File: config.mk
export PLATFORM = sky130hd
export DESIGN_NAME = sram_bus_arbiter
export DESIGN_NICKNAME = d
export VERILOG_FILES = /design/src/rtl/sram_bus_arbiter.sv
export SDC_FILE = /design/constraint.sdc
export NUM_CORES = 1
export LEC_CHECK = 0
export BUFFER_PORTS_ARGS = -buffer_cell sky130_fd_sc_hd__buf_2
export CAP_MARGIN = 10
export CORE_AREA = 2 2 110 112
export CTS_CLUSTER_DIAMETER = 150
export DETAILED_ROUTE_END_ITERATION = 8
export DIE_AREA = 0 0 112 114
export HOLD_SLACK_MARGIN = 0.03
export PLACE_DENSITY = 0.57
export REMOVE_ABC_BUFFERS = 1
export SYNTH_ARGS = -nofsm -noshare
export SYNTH_HDL_FRONTEND = slang
export SYNTH_SLANG_ARGS = --single-unit
export TNS_END_PERCENT = 10
File: constraint.sdc
create_clock -name clk -period 2.9 [get_ports clk]
set_clock_uncertainty 0.05 [all_clocks]
set_input_delay 0.58 -clock clk [delete_from_list [all_inputs] [get_ports clk]]
set_output_delay 0.58 -clock clk [all_outputs]
set_load 0.02 [all_outputs]
File: src/rtl/sram_bus_arbiter.sv
// Shares one SRAM-like bus between the fetch and data sides with fixed data priority,
// a grant lock for stalled requests, and an in-order tag FIFO for routing responses.
module sram_bus_arbiter #(
    parameter int unsigned OUTSTANDING = 4,
    parameter int unsigned PTR_W       = 2
) (
    input  logic        clk,
    input  logic        reset,

    input  logic        inst_req,
    input  logic [31:0] inst_addr,
    output logic        inst_addr_ok,
    output logic        inst_data_ok,
    output logic [31:0] inst_rdata,

    input  logic        data_req,
    input  logic        data_wr,
    input  logic [1:0]  data_size,
    input  logic [31:0] data_addr,
    input  logic [3:0]  data_wstrb,
    input  logic [31:0] data_wdata,
    output logic        data_addr_ok,
    output logic        data_data_ok,
    output logic [31:0] data_rdata,

    output logic        bus_req,
    output logic        bus_wr,
    output logic [1:0]  bus_size,
    output logic [31:0] bus_addr,
    output logic [3:0]  bus_wstrb,
    output logic [31:0] bus_wdata,
    input  logic        bus_addr_ok,
    input  logic        bus_data_ok,
    input  logic [31:0] bus_rdata,

    output logic        err_unexp
);

    localparam int unsigned CntW = PTR_W + 1;
    localparam logic [CntW-1:0]  CntMax  = CntW'(OUTSTANDING);
    localparam logic [PTR_W-1:0] PtrLast = PTR_W'(OUTSTANDING - 1);

    logic                   lock_q, lock_d;
    logic                   lock_src_q, lock_src_d;
    logic [PTR_W-1:0]       rd_ptr_q, rd_ptr_d;
    logic [PTR_W-1:0]       wr_ptr_q, wr_ptr_d;
    logic [CntW-1:0]        count_q, count_d;
    logic                   err_q, err_d;
    logic [OUTSTANDING-1:0] tags_q;

    logic grant_data;
    logic grant_req;
    logic push;
    logic pop;
    logic pop_tag;

    function automatic logic [PTR_W-1:0] ptr_inc(input logic [PTR_W-1:0] p);
        return (p == PtrLast) ? '0 : p + 1'b1;
    endfunction

    // A locked grant keeps its owner even if the other side now has higher priority.
    always_comb begin
        grant_data = 1'b0;
        grant_req  = 1'b0;
        if (lock_q) begin
            grant_data = lock_src_q;
            grant_req  = lock_src_q ? data_req : inst_req;
        end else if (data_req) begin
            grant_data = 1'b1;
            grant_req  = 1'b1;
        end else if (inst_req) begin
            grant_req  = 1'b1;
        end
    end

    assign bus_req = grant_req && (count_q < CntMax);
    assign push    = bus_req && bus_addr_ok;
    assign pop     = bus_data_ok && (count_q != '0);
    assign pop_tag = tags_q[rd_ptr_q];

    always_comb begin
        bus_wr    = 1'b0;
        bus_size  = 2'd0;
        bus_addr  = 32'h0;
        bus_wstrb = 4'h0;
        bus_wdata = 32'h0;
        if (bus_req) begin
            if (grant_data) begin
                bus_wr    = data_wr;
                bus_size  = data_size;
                bus_addr  = data_addr;
                bus_wstrb = data_wstrb;
                bus_wdata = data_wdata;
            end else begin
                bus_size  = 2'd2;
                bus_addr  = inst_addr;
            end
        end
    end

    assign inst_addr_ok = push && !grant_data;
    assign data_addr_ok = push && grant_data;
    assign inst_data_ok = pop && !pop_tag;
    assign data_data_ok = pop && pop_tag;
    assign inst_rdata   = bus_rdata;
    assign data_rdata   = bus_rdata;
    assign err_unexp    = err_q;

    always_comb begin
        lock_d     = bus_req && !bus_addr_ok;
        lock_src_d = lock_d ? grant_data : lock_src_q;
        rd_ptr_d   = pop  ? ptr_inc(rd_ptr_q) : rd_ptr_q;
        wr_ptr_d   = push ? ptr_inc(wr_ptr_q) : wr_ptr_q;
        count_d    = count_q;
        if (push && !pop) begin
            count_d = count_q + 1'b1;
        end else if (pop && !push) begin
            count_d = count_q - 1'b1;
        end
        err_d      = err_q || (bus_data_ok && (count_q == '0));
    end

    always_ff @(posedge clk) begin
        if (reset) begin
            lock_q     <= 1'b0;
            lock_src_q <= 1'b0;
            rd_ptr_q   <= '0;
            wr_ptr_q   <= '0;
            count_q    <= '0;
            err_q      <= 1'b0;
        end else begin
            lock_q     <= lock_d;
            lock_src_q <= lock_src_d;
            rd_ptr_q   <= rd_ptr_d;
            wr_ptr_q   <= wr_ptr_d;
            count_q    <= count_d;
            err_q      <= err_d;
        end
    end

    // Tag storage needs no reset: entries are only read while count is non-zero.
    always_ff @(posedge clk) begin
        if (push) begin
            tags_q[wr_ptr_q] <= grant_data;
        end
    end

endmodule

==> key figures <==
Worst setup path
  – Delay-heaviest family, CP: buffers and inverters
  – CP endpoint kind: output pin
  – Worst Path Required: 2.27 ns
  – WP buf/inv: 2
  – Slowest CP cell: dfxtp_1
  – Largest stage delay on the critical path: 0.49 ns
  – Peak fanout along the critical path: 34
  – Startpoint Class: flip-flop
  – Worst Path Arrival: 1.90 ns
  – Critical path class: reg2out
  – CP cell instances: mux2i_4 -> buf_4 -> nand2_1 -> a21oi_1 -> buf_2

Timing
  – Period minus WS final: 2.53 ns
  – Final setup viols: 0
  – Max Freq: 395 MHz
  – Unrepaired setup endpoints after global routing: false
  – Final hold vios: 0
  – Slew of the pin with the lowest slew margin: 0.631 ns
  – Fin. max-slew vios: 0
  – Setup_tns: 0 ns
  – Fin crit share: 87.2%
  – Max transition margin: 57.9%

Synthesis
  – Yosys warns: 0
  – Synth area leader: buf_4
  – Top-area cell type share of the netlist area: 24.6%
  – Mapped Area: 1960 sq um
  – Synth Instances: 287
  – Synth top area cells: buf_4 25%, and2_1 13%, nand2_1 13%
  – Synthesized area per cell: 6.82 sq um
  – Seq/Total Area, Yosys: 16.4%
  – Distinct cells, synth: 28
  – Seq cells post-synth: 14

GRT
  – Met3 usage: 17.4%
  – First-pass GRT wire length: 15.1 mm
  – Initial antenna violation count: 2
  – M2 GR Usage: 26.6%
  – Busiest layer in global routing: met2
  – GRT overflow: 0
  – Largest net degree at the start of global routing: 39
  – Met1 Usage GRT: 16.1%
  – GRT Total Usage: 16.9%
  – Number of global-route vias before repair: 2099

Clock network
  – Cts hold-fix bufs: 0
  – CTS tree: done
  – H-tree depth: 1
  – Register clock-pin slew on the reported worst setup and hold paths: 0.05 ns
  – Number of clock sinks: 14
  – Setup Fix Bufs, Post-CTS: 0
  – Worst-skew pair later-pin latency: 0.24 ns
  – Inserted Clock Buffers: 3
  – Clock Path Buffers: 2
  – CTS resizes: 0
  – Clock Tree Root: clkbuf_16

Power
  – Switching Share: 48.1%
  – Power share of the clock group: 16.1%
  – P_sw: 0.776 mW
  – Leakage power: 1.48 nW
  – Logic pwr share: 65.1%
  – Pwr dens: 605 nW/um^2
  – Seq pwr share: 18.8%
  – Peak supply drop: 421 uV
  – Internal power: 0.836 mW

Placed design
  – Post-DP HPWL: 10.2 mm
  – Port buffer count: 185
  – Cells after DPL: 543
  – Gpl congestion: 0.986

Route
  – Drt first pass iters: 4
  – Post-route antenna net violation count: 0
  – Drc violations: 0
  – WL final: 11.4 mm
  – WL per Instance: 20.7 microns
  – DR vias: 2282
  – Vias per std cell: 4.14
  – 1st-iter DRT viols: 98

Layout
  – Commonest non-fill, non-tap cell in the layout: buf_2
  – Layout area overhead: 36.2%
  – Fin nets: 549
  – Layout cells sized above 1: 50.2%
  – Most frequent cells in the layout: 185 x buf_2, 66 x nand2_1, 42 x and2_1
  – Finished Layout Cells: 551

Floorplanning
  – Die width: 112 microns
  – Die area: 12800 sq um
  – Initial core utilization: 16.7%
  – Core area: 11700 sq um
  – I/O Pins: 282
  – Num rows: 40
  – Chip Height: 114 microns

Hold path
  – Min-Delay Path Class: reg2reg

Outcome
  – Status: finished clean

Flow run
  – Max_cap viols: 0
state kept, by name, indices dropped and copies added, names as in the netlist:
name        count
lock_q          1
err_unexp       1
rd_ptr_q        2
tags_q          4
count_q         3
wr_ptr_q        2
lock_src_q      1
layer usage:
layer,share of wire (%),up-vias
met2,41,255
met3,25,6
met5,0.87,-
met1,32,941
met4,0.24,2
li1,-,1078
final cells by class:
cell class	count	area [sq um]
Antenna cell	4	10.0
Clock buffer	3	75.1
Clock inverter	1	3.75
Fill cell	1363	9050
Inverter	6	22.5
Multi-Input combinational cell	187	1080
Sequential cell	14	320
Tap cell	147	184
Timing Repair Buffer	189	968
worst register-to-register path: cells and delay by family (launching register included):
family | cells | cell delay [ns]
AND/OR/NAND/NOR | 1 | 0.30
XOR/XNOR | 1 | 0.17
buffers and inverters | 1 | 0.06
adder cells (fa/ha/maj) | 2 | 0.65
AO/OA/AOI/OAI | 2 | 0.69
flip-flops | 1 | 0.41
per-stage QoR:
step / setup slack [ns] / cell area, sq um / hold slack, ns / utilization [%] / total power [mW]
finish: 0.371 / 2670 / 0.452 / 22.8 / 1.61
global route: 0.175 / 2660 / 0.479 / 22.7 / 1.74
CTS: 0.321 / 2660 / 0.460 / 22.7 / 1.63
detailed placement: 0.266 / 2580 / 0.452 / 22.0 / 1.36
global placement: 0.268 / 2580 / 0.404 / 22.0 / 1.36
floorplan: -0.217 / 1410 / 0.422 / - / 0.958
power groups by stage:
| stage | Sequential (mW) | Clock [mW] | Combinational, mW |
|---|---|---|---|
| 6_report | 0.304 | 0.259 | 1.05 |
| 3_3_place_gp | 0.308 | 0 | 1.05 |
| 3_5_place_dp | 0.308 | 0 | 1.05 |
| 4_1_cts | 0.304 | 0.264 | 1.06 |
| 5_1_grt | 0.315 | 0.271 | 1.15 |
| 2_1_floorplan | 0.298 | 0 | 0.660 |
final timing paths:
check | from | endpoint | slack [ns] | depth (start not counted)
worst max-delay path | lock_q | bus_addr[14] | 0.37 | 5
worst min register to register | err_unexp | err_unexp | 0.45 | 2
worst max register to register | count_q[2] | count_q[2] | 0.49 | 7
worst min-delay path | err_unexp | err_unexp | 0.45 | 2
cells by family (layout without fill, tap and decap cells):
family                     Yosys count  after routing  synth area share [%]
AOI/OAI and AO/OA                   41             41                  12.5
xor gates and xnor gates             2              2                 0.895
adders and majority gates            7              7                  4.86
buffers and inverters               86            199                  29.1
DFF                                 14             14                  16.4
muxes                                7              7                  4.67
other                                0              4                     0
and+or+nand+nor                    130            130                  31.6
Yosys cell counts:
| cell type | n |
|---|---|
| mux2i_1 | 4 |
| clkbuf_1 | 11 |
| inv_1 | 4 |
| buf_4 | 64 |
| buf_2 | 5 |
| a21oi_1 | 36 |
| inv_2 | 2 |
| nor3_1 | 6 |
| a2111oi_4 | 1 |
| mux2i_2 | 1 |
| a21bo_2 | 1 |
| a211o_1 | 1 |
| nor2_1 | 9 |
| nand2_1 | 66 |
| nor2b_1 | 2 |
| or3_1 | 2 |
| mux4_2 | 1 |
| ha_1 | 6 |
| edfxtp_1 | 4 |
| xor2_1 | 2 |
| and2_1 | 42 |
| mux2_4 | 1 |
| fa_1 | 1 |
| o31ai_2 | 1 |
| nor3b_1 | 1 |
| dfxtp_1 | 10 |
| o21ai_0 | 1 |
| nand2b_1 | 2 |
Power figures use the tool's default switching activity.
